File: src/rtl/r5fp_round_pack.sv
// Rounds and packs an unrounded R5FP tuple {sign, exp, status, sig+GR, sticky} into an IEEE result plus fflags.
// Latency 1 (specials), 2 (normal), 2+shift (subnormal); in_ready only in IDLE, result held until out_ready.
module r5fp_round_pack #(
   parameter int EXP_W = 5,
   parameter int SIG_W = 10
) (
   input  logic                   clk,
   input  logic                   rst_n,
   input  logic                   in_valid,
   output logic                   in_ready,
   input  logic [EXP_W+1:0]       in_exp,
   input  logic [SIG_W+3:0]       in_sig,
   input  logic                   in_sign,
   input  logic [5:0]             in_status,
   input  logic [2:0]             rnd,
   input  logic                   kill,
   output logic                   out_valid,
   input  logic                   out_ready,
   output logic [EXP_W+SIG_W:0]   out_z,
   output logic [4:0]             out_flags
);
   localparam int EW = EXP_W + 2;
   localparam int SW = SIG_W + 4;
   localparam int ZW = EXP_W + SIG_W + 1;
   localparam int CW = $clog2(SW);
   localparam logic signed [EW-1:0] EXP_MAX = EW'((1 << EXP_W) - 1);
   localparam logic signed [EW-1:0] SH_MAX  = EW'(SIG_W + 3);
   localparam logic signed [EW-1:0] ONE     = EW'(1);
   localparam logic signed [EW-1:0] ZERO    = '0;
   localparam int ST_STICKY = 0;
   localparam int ST_SIGN   = 1;
   localparam int ST_ZERO   = 2;
   localparam int ST_INF    = 3;
   localparam int ST_NAN    = 4;
   localparam int ST_INV    = 5;

   typedef enum logic [1:0] {IDLE, SHIFT, ROUND, DONE} state_t;

   function automatic logic rnd_inc(input logic [2:0] mode, input logic sgn, input logic lsb,
                                    input logic g, input logic rs);
      logic inc;
      case (mode)
         3'd0:    inc = g & (rs | lsb);
         3'd2:    inc = sgn & (g | rs);
         3'd3:    inc = ~sgn & (g | rs);
         3'd4:    inc = g;
         default: inc = 1'b0;
      endcase
      return inc;
   endfunction

   state_t               state_q, state_d;
   logic                 sign_q, sign_d, sticky_q, sticky_d, inv_q, inv_d, tiny_q, tiny_d;
   logic signed [EW-1:0] exp_q, exp_d;
   logic [SW-1:0]        sig_q, sig_d;
   logic [2:0]           rnd_q, rnd_d;
   logic [CW-1:0]        cnt_q, cnt_d;
   logic [ZW-1:0]        out_z_q, out_z_d;
   logic [4:0]           out_flags_q, out_flags_d;

   logic signed [EW-1:0] in_exp_s, shamt, exp_r;
   logic [SIG_W+1:0]     rounded;
   logic                 carry, inexact, ovf, inc_full, keep_max, is_special;
   logic [EXP_W-1:0]     exp_ones;

   assign exp_ones   = '1;
   assign in_exp_s   = in_exp;
   assign shamt      = ONE - in_exp_s;
   assign is_special = in_status[ST_NAN] | in_status[ST_INF] | in_status[ST_ZERO];
   // Full-precision rounding of the raw input decides tininess at in_exp == 0.
   assign inc_full   = rnd_inc(rnd, in_sign, in_sig[2], in_sig[1], in_sig[0] | in_status[ST_STICKY]);

   assign inexact  = sig_q[1] | sig_q[0] | sticky_q;
   assign rounded  = sig_q[SW-1:2]
                   + {{(SIG_W+1){1'b0}}, rnd_inc(rnd_q, sign_q, sig_q[2], sig_q[1], sig_q[0] | sticky_q)};
   assign carry    = (exp_q == ZERO) ? rounded[SIG_W] : rounded[SIG_W+1];
   assign exp_r    = exp_q + {{(EW-1){1'b0}}, carry};
   // Overflow is judged on the value rounded to nearest as well, so truncating modes still flag OF.
   assign ovf      = (exp_r >= EXP_MAX) || ((exp_q == EXP_MAX - ONE) && sig_q[1] && (&sig_q[SW-3:2]));
   assign keep_max = (rnd_q == 3'd1) | ((rnd_q == 3'd2) & ~sign_q) | ((rnd_q == 3'd3) & sign_q);

   always_comb begin
      state_d     = state_q;
      sign_d      = sign_q;
      sticky_d    = sticky_q;
      inv_d       = inv_q;
      tiny_d      = tiny_q;
      exp_d       = exp_q;
      sig_d       = sig_q;
      rnd_d       = rnd_q;
      cnt_d       = cnt_q;
      out_z_d     = out_z_q;
      out_flags_d = out_flags_q;
      if (kill) begin
         state_d = IDLE;
      end else begin
         case (state_q)
            IDLE: if (in_valid) begin
               sign_d   = in_sign;
               exp_d    = in_exp_s;
               sig_d    = in_sig;
               sticky_d = in_status[ST_STICKY];
               rnd_d    = rnd;
               inv_d    = in_status[ST_INV];
               tiny_d   = (in_exp_s < ZERO) || ((in_exp_s == ZERO) && !((&in_sig[SW-3:2]) && inc_full));
               cnt_d    = (shamt > SH_MAX) ? SH_MAX[CW-1:0] : shamt[CW-1:0];
               if (is_special) begin
                  state_d     = DONE;
                  out_flags_d = {in_status[ST_INV], 4'b0000};
                  if (in_status[ST_NAN])
                     out_z_d = {1'b0, exp_ones, 1'b1, {(SIG_W-1){1'b0}}};
                  else if (in_status[ST_INF])
                     out_z_d = {in_status[ST_SIGN], exp_ones, {SIG_W{1'b0}}};
                  else
                     out_z_d = {in_sign, {(ZW-1){1'b0}}};
               end else if (in_exp_s <= ZERO) begin
                  state_d = SHIFT;
               end else begin
                  state_d = ROUND;
               end
            end
            SHIFT: begin
               sig_d    = sig_q >> 1;
               sticky_d = sticky_q | sig_q[0];
               cnt_d    = cnt_q - 1'b1;
               if (cnt_q == CW'(1)) begin
                  state_d = ROUND;
                  exp_d   = ZERO;
               end
            end
            ROUND: begin
               state_d     = DONE;
               out_flags_d = {inv_q, 1'b0, ovf, (inexact | ovf) & tiny_q, inexact | ovf};
               if (ovf && keep_max)
                  out_z_d = {sign_q, exp_ones - 1'b1, {SIG_W{1'b1}}};
               else if (ovf)
                  out_z_d = {sign_q, exp_ones, {SIG_W{1'b0}}};
               else
                  out_z_d = {sign_q, exp_r[EXP_W-1:0], rounded[SIG_W-1:0]};
            end
            DONE: if (out_ready) state_d = IDLE;
            default: state_d = IDLE;
         endcase
      end
   end

   always_ff @(posedge clk or negedge rst_n) begin
      if (!rst_n) begin
         state_q     <= IDLE;
         sign_q      <= 1'b0;
         sticky_q    <= 1'b0;
         inv_q       <= 1'b0;
         tiny_q      <= 1'b0;
         exp_q       <= '0;
         sig_q       <= '0;
         rnd_q       <= '0;
         cnt_q       <= '0;
         out_z_q     <= '0;
         out_flags_q <= '0;
      end else begin
         state_q     <= state_d;
         sign_q      <= sign_d;
         sticky_q    <= sticky_d;
         inv_q       <= inv_d;
         tiny_q      <= tiny_d;
         exp_q       <= exp_d;
         sig_q       <= sig_d;
         rnd_q       <= rnd_d;
         cnt_q       <= cnt_d;
         out_z_q     <= out_z_d;
         out_flags_q <= out_flags_d;
      end
   end

   assign in_ready  = (state_q == IDLE);
   assign out_valid = (state_q == DONE);
   assign out_z     = out_z_q;
   assign out_flags = out_flags_q;

endmodule

File: config.mk
export PLATFORM = sky130hd
export DESIGN_NAME = r5fp_round_pack
export DESIGN_NICKNAME = d
export VERILOG_FILES = /design/src/rtl/r5fp_round_pack.sv
export SDC_FILE = /design/constraint.sdc
export NUM_CORES = 1
export LEC_CHECK = 0
export ABC_AREA = 0
export BUFFER_PORTS_ARGS = -buffer_cell sky130_fd_sc_hd__clkbuf_2
export CAP_MARGIN = 5
export CORE_MARGIN = 2
export CORE_UTILIZATION = 35
export DETAILED_ROUTE_END_ITERATION = 6
export SLEW_MARGIN = 10
export SYNTH_ARGS = -nofsm -noshare
export SYNTH_HDL_FRONTEND = slang
export SYNTH_SLANG_ARGS = --single-unit
export TNS_END_PERCENT = 50
File: constraint.sdc
create_clock -name clk -period 4.9 [get_ports clk]
set_clock_uncertainty 0.2 [all_clocks]
set_input_delay 0.98 -clock clk [delete_from_list [all_inputs] [get_ports clk]]
set_output_delay 0.98 -clock clk [all_outputs]
set_load 0.02 [all_outputs]
==> results of run 1 <==
[layer usage]
metal	track usage, %	share of wire [%]
met3	2.42	4.4
met2	24.9	43
met1	24.5	50
met4	4.96	2.0
met5	0	0
[power by group through the flow]
stage | combinational (W) | sequential, W | clock, W
floorplan | 0.000828 | 0.000894 | 0
global placement | 0.00108 | 0.000900 | 0
detailed placement | 0.00110 | 0.000911 | 0
CTS | 0.00111 | 0.000901 | 0.000306
global route | 0.00124 | 0.000942 | 0.000317
finish | 0.00110 | 0.000903 | 0.000297
[cells in the mapped netlist, types with 3 or more instances]
cell type,instances
nor3_1,13
nand2b_1,6
xor2_1,6
and3_1,6
buf_6,4
a211oi_1,4
mux2_2,4
mux2i_1,18
nand3_1,9
buf_2,7
o31ai_1,13
a21o_1,3
clkbuf_1,7
xnor2_1,5
nand2_1,48
nor2b_1,3
ha_1,14
dfrtp_1,54
buf_4,3
a21oi_1,12
inv_1,18
nand4_1,10
a22o_1,8
o21ai_0,26
nor4_1,6
nor2_1,24
[metrics by stage]
stage          hold WS [ns]  instance area (µm²)  util, %
6_report              0.282                 3870     40.2
5_1_grt               0.318                 3870     40.2
4_1_cts               0.289                 3870     40.2
3_5_place_dp          0.267                 3770     39.1
3_3_place_gp          0.260                 3770     39.1
2_1_floorplan         0.249                 3440        -
[state kept, by name, summed over array words and instances, names as in the netlist]
| signal | count |
|---|---|
| inv_q | 1 |
| state_q | 2 |
| sig_q | 14 |
| out_z | 16 |
| sticky_q | 1 |
| exp_q | 7 |
| sign_q | 1 |
| cnt_q | 4 |
| out_flags | 4 |
| rnd_q | 3 |
| tiny_q | 1 |
[worst max-delay path, delay by kind of cell, from the launching register on]
kind                       cells  cell delay, ns
AOI/OAI and AO/OA              5            1.04
and+or+nand+nor                8            1.26
DFF                            1            0.45
adders and majority gates      5            1.27
[how the worst min path moves through the flow]
stage,endpoint,slack (ns),cells after the start,start
global route,out_z[7],0.32,2,out_z[7]
CTS,out_flags[2],0.29,2,out_flags[2]
detailed placement,out_flags[2],0.27,2,out_flags[2]
finish,out_z[3],0.28,2,out_z[3]
floorplan,tiny_q,0.25,2,tiny_q
global placement,out_flags[2],0.26,2,out_flags[2]
[logic make-up after synthesis]
family,count (synthesis),share of synthesized area [%]
AO/OA/AOI/OAI,97,20.2
AND/OR/NAND/NOR,139,20.0
flip-flops,54,39.2
multiplexers,22,6.54
buffers and inverters,40,6.07
other,1,0.109
XOR/XNOR,11,2.80
adder cells (fa/ha/maj),14,5.09
[cell type report]
class	count	area, µm²
clock buffer	7	76.3
clock inverter	1	30.0
fill	1001	5760
inverter	18	67.6
multi-input combinational	284	1880
sequential	54	1350
tap	133	166
timing repair buffer	59	300
==> results.toml, run 1 <==
[clocking]
cts.sinks = 54
clk_pin_slew_ns = 0.10
h-tree-depth = 2
cts_tree = "done"
holdBufCountCts = 0
clock-root-buffer = "clkbuf_8"
cts_setup_buffers = 0
post_cts_resized = 0
clk_latency_ns = 0.31
cts_buffers = 5
clock_path_buffers = 2

[final_layout]
areaGrowthSynthToFinish_pct = 12.5
drive_above_1_share_pct = 19.6
fin_nets = 472
layout_common_cells = "57 x clkbuf_2, 54 x dfrtp_1, 48 x nand2_1"
final_common_cell = "clkbuf_2"
fin_cells = 556
diodes = 0

[critical_path]
r2r_cells = 18
crit_top_cell = "ha_1"
max_stage_delay_ns = 0.50
endpoint = "out_z[10]"
critPathMaxFanout = 12
arrival_ns = 4.33
rrSetupSlack_ns = 0.57
crit_start = "rnd_q[1]"
cp.required_ns = 4.90
regToRegStartpoint = "rnd_q[1]"
crit_chain = "nand2_1 -> nor2_1 -> ha_1 -> nand4b_1 -> o41ai_1 -> ha_1 -> ha_1 -> nand4_1 -> nor2_1 -> a32oi_1 -> o211ai_1 -> ha_1 -> ha_1 -> nand4_1 -> or3_4 -> a32oi_2 -> o2111ai_1 -> and3_1"
cp-start-kind = "flip-flop"
reg2reg_to = "out_z[10]"
endpoint_kind = "flip-flop"
worstSetupPathType = "reg -> reg"
crit_slowest_cell = "a32oi_2"

[sta]
worst_slew_pin_slew_ns = 0.794
hold_violations = 0
slew_headroom_pct = 46.9
slew_violations = 0
setup_tns_ns = 0
fin_ws_ns = 0.571
rsz0062_at_grt = "false"
fmax_mhz = 231
period_needed_ns = 4.33
setup_viol = 0
timing.final.crit_share_pct = 88.3

[yosys]
synth_area_leaders = "dfrtp_1 39%, mux2i_1 5.2%, nand2_1 5.2%"
yosysWarnings = 0
ys_ff_latch = 54
synth_top_flop_cell = "dfrtp_1"
synth_top_area_share_pct = 39.2
ys_seq_area_share_pct = 39.2
synth.largest_area_cell = "dfrtp_1"
synthDistinctLibCells = 63
ys_async_sr_fraction_pct = 100
syn_inst = 378
synth_area_um2 = 3440
synth_edf_count = 0
avgSynthCellArea_um2 = 9.11
syn_nets = 428

[pwr]
ir_worst_vdd_mv = 0.156
p_per_area_nw_per_um2 = 594
switching_share_pct = 45.3
p_int_w = 0.00126
p_clk_share_pct = 12.9
combPwrFrac_pct = 47.9
p_sw_w = 0.00104
p_seq_share_pct = 39.2
p_leak_nw = 1.77
total_power_w = 0.00230

[drt]
viasPerCell = 5.26
drc = 0
drt-wirelength-per-cell_um = 15.2
routed_wl_mm = 8.45
dr.first_iter.drc_count = 137
ant_nets = 0
drt_pass1_iterations = 4
dr_total_vias = 2924

[global_routing]
grt_usage_pct = 16.5
first_global_vias = 2754
grt_first_pass_wirelength_mm = 13.8
overflow = 0
grt_max_degree = 55
antenna_found_initial = 0

[placed_design]
gp_congestion = 0.873
port_buffers = 57
dp_cells = 548
hpwl_mm = 6.39
pre_cts_ws_ns = 0.626

[outcome]
status = "finished, final reports clean"

[die]
dieArea_um2 = 10600
initial_core_util_pct = 35.7
fp.dieH_um = 103
io_pins = 59
core_um2 = 9640
row_count = 36
chipWidth_um = 103

[hold_path]
hp-class = "reg -> reg"

[flow_run]
drv_cap = 0
Power figures use the tool's default switching activity.
==> run 2: changes to the inputs <==
--- a/config.mk
+++ b/config.mk
@@ -5,7 +5,7 @@
 export SDC_FILE = /design/constraint.sdc
 export NUM_CORES = 1
 export LEC_CHECK = 0
-export ABC_AREA = 0
+export ABC_AREA = 1
 export BUFFER_PORTS_ARGS = -buffer_cell sky130_fd_sc_hd__clkbuf_2
 export CAP_MARGIN = 5
 export CORE_MARGIN = 2
==> run 2 against run 1 <==
- cell count rose by 6.8%
- via count rose by 2.2%
- combinational power rose by 5%
- highest routed layer unchanged
- worst hold slack improved by 0.0065 ns
- clock power rose by 3%
- first-iteration DRC count rose by 25%
- critical endpoint is now out_z[3]
- power barely moved
- largest cell class unchanged
- sequential cell count did not move
- synthesized area fell by 4.7%
- global-route usage rose by 1.0 points
- utilization rose by 1.1 points
- non-clock buffer count rose by 2
==> results.toml, run 2 <==
[flow_run]
drv_cap = 0

[yosys]
synthMuxAreaShare_pct = 0
synth_area_leaders = "dfrtp_1 41%, nand2_1 12%, inv_1 6.4%"
synthAdderAreaFrac_pct = 5.34
synth_xor_area_share_pct = 3.20
synth.largest_area_cell = "dfrtp_1"
synth-simple-area-share_pct = 26.4
synth_compound_area_share_pct = 15.3
ys_async_sr_fraction_pct = 100
synth_area_um2 = 3280
synth_common_cells = "101 x nand2_1, 56 x inv_1, 54 x dfrtp_1, 38 x nor2_1, 29 x o21ai_0"
ys_ff_latch = 54
syn_inst = 428
synth_most_common_cell = "nand2_1"
synth_top_area_share_pct = 41.2
synthDistinctLibCells = 39
syn_nets = 478
synth_top_flop_cell = "dfrtp_1"
yosysWarnings = 0
synth_top_family_by_area = "simple AND/OR/NAND/NOR gates"
synth_edf_count = 0
avgSynthCellArea_um2 = 7.67
ys_seq_area_share_pct = 41.2

[clocking]
clk_pin_slew_ns = 0.10
cts_setup_buffers = 0
cts_tree = "done"
clock-root-buffer = "clkbuf_8"
clk_latency_ns = 0.31
clock_path_buffers = 2
cts_buffers = 5
h-tree-depth = 2
holdBufCountCts = 0
post_cts_resized = 0
cts.sinks = 54

[sta]
setup_tns_ns = 0
period_needed_ns = 4.12
hold_violations = 0
rsz0062_at_grt = "false"
timing.final.crit_share_pct = 84.0
worst_slew_pin_slew_ns = 0.519
setup_viol = 0
slew_violations = 0
fmax_mhz = 243
slew_headroom_pct = 65.3

[die]
chipWidth_um = 101
core_um2 = 9150
io_pins = 59
fp.dieH_um = 101
initial_core_util_pct = 35.8
dieArea_um2 = 10200
row_count = 35

[critical_path]
crit_slowest_cell = "dfrtp_1"
max_stage_delay_ns = 0.40
crit_family = "simple AND/OR/NAND/NOR gates"
rrSetupSlack_ns = 0.78
regToRegStartpoint = "rnd_q[1]"
endpoint_kind = "flip-flop"
worstSetupPathType = "reg -> reg"
reg2reg_to = "out_z[3]"
crit_buf_inv = 2
crit_top_cell = "ha_1"
cp-start-kind = "flip-flop"
r2r_cells = 26
arrival_ns = 4.11
critPathMaxFanout = 11
cp.required_ns = 4.89

[final_layout]
areaGrowthSynthToFinish_pct = 15.3
final_common_cell = "nand2_1"
largest_reg_flops = 16
design_area_um2 = 3780
layout_common_cells = "101 x nand2_1, 57 x clkbuf_2, 56 x inv_1"
fin_nets = 533
n_fill_cell = 924
drive_above_1_share_pct = 17.8
diodes = 0

[global_routing]
grt_first_pass_wirelength_mm = 14.1
overflow = 0
grt_usage_pct = 17.5
grt_max_degree = 37
antenna_found_initial = 0
first_global_vias = 2939

[pwr]
p_leak_nw = 1.92
ir_worst_vdd_mv = 0.278
p_per_area_nw_per_um2 = 609

[hold_path]
min_delay_worst_endpoint = "inv_q"
min_path_cells = 2
hp-start = "inv_q"
hp-class = "reg -> reg"

[drt]
dr_total_vias = 2989
dr.first_iter.drc_count = 171
drt-wirelength-per-cell_um = 14.1
routed_wl_mm = 8.36
drc = 0
drt_pass1_iterations = 4
viasPerCell = 5.03
ant_nets = 0

[placed_design]
hpwl_mm = 6.62
port_buffers = 57
dpl-instance-area_um2 = 3670
gp_congestion = 0.832

[outcome]
status = "finished, final reports clean"
run 2: cell types whose count changed after synthesis, sizes merged, moves of 8 or more:
| cell | previous run | this run |
|---|---|---|
| a22o | 9 | 0 |
| a31oi | 2 | 10 |
| inv | 18 | 57 |
| mux2i | 18 | 0 |
| nand2 | 48 | 106 |
| nand3 | 9 | 25 |
| nor2 | 24 | 39 |
| o21ai | 26 | 39 |
| o31ai | 14 | 1 |
run 2: layer usage:
metal	GRT usage [%]	share of wire, %	vias to the layer above
li1	-	-	1518
met1	23.9	47	1398
met2	29.9	47	66
met3	2.29	4.2	7
met4	3.48	0.80	0
met5	0	0	-
run 2: cells by family after synthesis:
family,count (synthesis)
xor+xnor,12
fa+ha+maj,14
compound gates,81
flops,54
buf+inv,70
other cells,1
simple gates,196
run 2: worst max-delay path by stage:
stage	startpoint	end	slack, ns	cells past startpoint
2_1_floorplan	rnd_q[1]	out_z[13]	1.37	26
3_3_place_gp	rnd_q[1]	out_z[3]	0.97	26
3_5_place_dp	rnd_q[1]	out_z[3]	0.84	26
4_1_cts	rnd_q[1]	out_z[3]	0.81	26
5_1_grt	rnd_q[1]	out_z[0]	0.35	26
6_report	rnd_q[1]	out_z[3]	0.78	26
run 2: where the power goes:
| group | switching, W | internal, W |
|---|---|---|
| registers | 0.000184 | 0.000658 |
| logic | 0.000753 | 0.000402 |
| clock network | 0.000143 | 0.000164 |
| total | 0.00108 | 0.00122 |
run 2: per-stage QoR:
step	util [%]	power (W)	worst slack, ns	instances	hold WS [ns]
after detailed placement	40.1	0.00201	0.842	587	0.268
after global placement	40.1	0.00199	0.971	587	0.262
final	41.3	0.00230	0.783	594	0.288
after global routing	41.3	0.00254	0.349	594	0.315
after floorplan	-	0.00167	1.37	428	0.242
after CTS	41.3	0.00233	0.807	594	0.292
run 2: layout make-up:
type / instances / area, µm² / share of cell area, %
multi-input combinational: 304 / 1650 / 43.6
clock buffer: 6 / 82.6 / 2.18
clock inverter: 1 / 30.0 / 0.794
timing repair buffer: 61 / 315 / 8.34
tap: 111 / 139 / 3.67
sequential: 54 / 1350 / 35.7
inverter: 57 / 214 / 5.66
run 2: worst reg2reg max path: cells and delay by family, from the launching register on:
kind,cells,cell delay (ns)
flip-flops,1,0.40
adder cells (fa/ha/maj),5,1.08
AND/OR/NAND/NOR,13,1.55
AO/OA/AOI/OAI,5,0.45
buffers and inverters,2,0.16
XOR/XNOR,1,0.16
==> run 3: changes to the inputs <==
==> constraint.sdc (replaced) <==
create_clock -name clk -period 3.5 [get_ports clk]
set_clock_uncertainty 0.2 [all_clocks]
set_input_delay 0.7 -clock clk [delete_from_list [all_inputs] [get_ports clk]]
set_output_delay 0.7 -clock clk [all_outputs]
set_load 0.02 [all_outputs]
==> run 3 against run 2 <==
- the run now ends with setup timing left
- global-route usage is 1.1 points higher
- clock power is 23% higher
- combinational power is 72% higher
- largest cell class unchanged
==> results.toml, run 3 (synthesized netlist as in run 2, its figures left out) <==
[drt]
drt_pass1_iterations = 4
drt-wirelength-per-cell_um = 14.7
dr.first_iter.drc_count = 129
routed_wl_mm = 9.26
viasPerCell = 5.08
ant_nets = 0
drc = 0
dr_total_vias = 3203

[placed_design]
dpl-instance-area_um2 = 3860
dp_cells = 609
port_buffers = 57
gp_congestion = 0.868
hpwl_mm = 6.81

[critical_path]
arrival_ns = 3.74
r2r_cells = 25
max_stage_delay_ns = 0.43
crit_slowest_cell = "dfrtp_1"
cp.required_ns = 3.48
cp-start-kind = "flip-flop"
rrSetupSlack_ns = -0.25
reg2reg_to = "out_z[14]"
worstSetupPathType = "reg -> reg"
critPathMaxFanout = 4
regToRegStartpoint = "rnd_q[2]"
endpoint_kind = "flip-flop"
endpoint = "out_z[14]"
crit_start = "rnd_q[2]"

[die]
chipWidth_um = 101
core_um2 = 9150
fp.dieH_um = 101
initial_core_util_pct = 35.8
row_count = 35
dieArea_um2 = 10200
io_pins = 59

[final_layout]
layout_common_cells = "96 x nand2_1, 57 x clkbuf_2, 54 x dfrtp_1"
drive_above_1_share_pct = 29.2
areaGrowthSynthToFinish_pct = 28.4
n_fill_cell = 901
fin_cells = 631
diodes = 0
design_area_um2 = 4210
final_common_cell = "nand2_1"
fin_nets = 569
postLayoutCoreUtil_pct = 46.0
largest_reg_flops = 16

[pwr]
p_int_w = 0.00187
ir_worst_vdd_mv = 0.372
p_per_area_nw_per_um2 = 848
p_clk_share_pct = 10.5
combPwrFrac_pct = 56.0
p_leak_nw = 2.11
switching_share_pct = 47.7
p_sw_w = 0.00171
p_seq_share_pct = 33.5

[global_routing]
antenna_found_initial = 0
overflow = 0
grt_max_degree = 38
first_global_vias = 3173
grt_first_pass_wirelength_mm = 15.2
grt_usage_pct = 18.6

[outcome]
status = "finished with violations"
violations = "setup timing"

[hold_path]
hp-class = "reg -> reg"

[sta]
slew_headroom_pct = 36.0
timing.final.crit_share_pct = 107
period_needed_ns = 3.75
slew_violations = 0
setup_viol = 18
hold_violations = 0
worst_slew_pin_slew_ns = 0.961
rsz0062_at_grt = "true"
fmax_mhz = 267
fin_ws_ns = -0.251

[clocking]
cts_tree = "done"
holdBufCountCts = 0
clock-root-buffer = "clkbuf_8"
cts.sinks = 54
cts_buffers = 5
clock_path_buffers = 2
h-tree-depth = 2
clk_pin_slew_ns = 0.10
clk_latency_ns = 0.31

[flow_run]
drv_cap = 0
-- run 3: cell count changes in the layout (fill, tap and decap cells not counted), moves of 5 or more --
cell	before	now
buf_4	4	37
nand2_1	101	96
nor2_1	38	31
o21ai_0	29	24
-- run 3: how the worst min path moves through the flow --
stage / from / endpoint / cells past startpoint
2_1_floorplan: rst_n / cnt_q[0] / 0
3_3_place_gp: tiny_q / out_flags[1] / 2
3_5_place_dp: tiny_q / out_flags[1] / 2
4_1_cts: tiny_q / out_flags[1] / 2
5_1_grt: out_z[6] / out_z[6] / 2
6_report: out_z[2] / out_z[2] / 2
-- run 3: through the flow --
stage          total power [W]  hold slack [ns]  TNS (ns)  setup WS (ns)
3_5_place_dp           0.00300            0.268     -2.59         -0.174
4_1_cts                0.00350            0.293    -0.315        -0.0440
6_report               0.00357            0.288     -3.85         -0.251
2_1_floorplan          0.00236            0.204         0        0.00158
3_3_place_gp           0.00297            0.259     -1.08        -0.0839
5_1_grt                0.00388            0.320     -7.84         -0.504
-- run 3: metal layers --
metal  share of wire (%)  vias to the layer above  global-route usage (%)  routed length [µm]
met4                 1.3                        0                    3.37                 119
li1                    -                     1595                       -                   -
met5                   0                        -                       0                   0
met1                  46                     1524                    24.4                4270
met3                 3.8                       12                    2.91                 352
met2                  49                       72                    32.7                4520
-- run 3: cell type report --
cell class              count  area, µm²  area share [%]
repair buffers             96        589            14.0
well taps                 111        139            3.30
clock inverters             2       12.5           0.297
clock buffers               6       82.6            1.96
inverters                  57        214            5.08
multi-input cells         305       1820            43.3
flip-flops and latches     54       1350            32.1
-- run 3: what timing repair did --
item | CTS | global route
gates resized for setup | 24 | 17
pin swaps | 8 | 15
buffers inserted | 11 | 2
gates cloned | 1 | 0
setup endpoints to repair | 18 | 18
-- run 3: power groups by stage --
stage	combinational, W	sequential [W]	clock, W
floorplan	0.00110	0.00125	0
global placement	0.00180	0.00117	0
detailed placement	0.00182	0.00118	0
CTS	0.00195	0.00118	0.000385
global route	0.00223	0.00124	0.000409
finish	0.00200	0.00120	0.000375
-- run 3: worst max-delay path: cells and delay by family (launching register included) --
family / cells / cell delay (ns)
buffers and inverters: 3 / 0.36
flip-flops: 1 / 0.43
AND/OR/NAND/NOR: 12 / 1.11
adder cells (fa/ha/maj): 5 / 0.96
XOR/XNOR: 1 / 0.15
AO/OA/AOI/OAI: 4 / 0.41
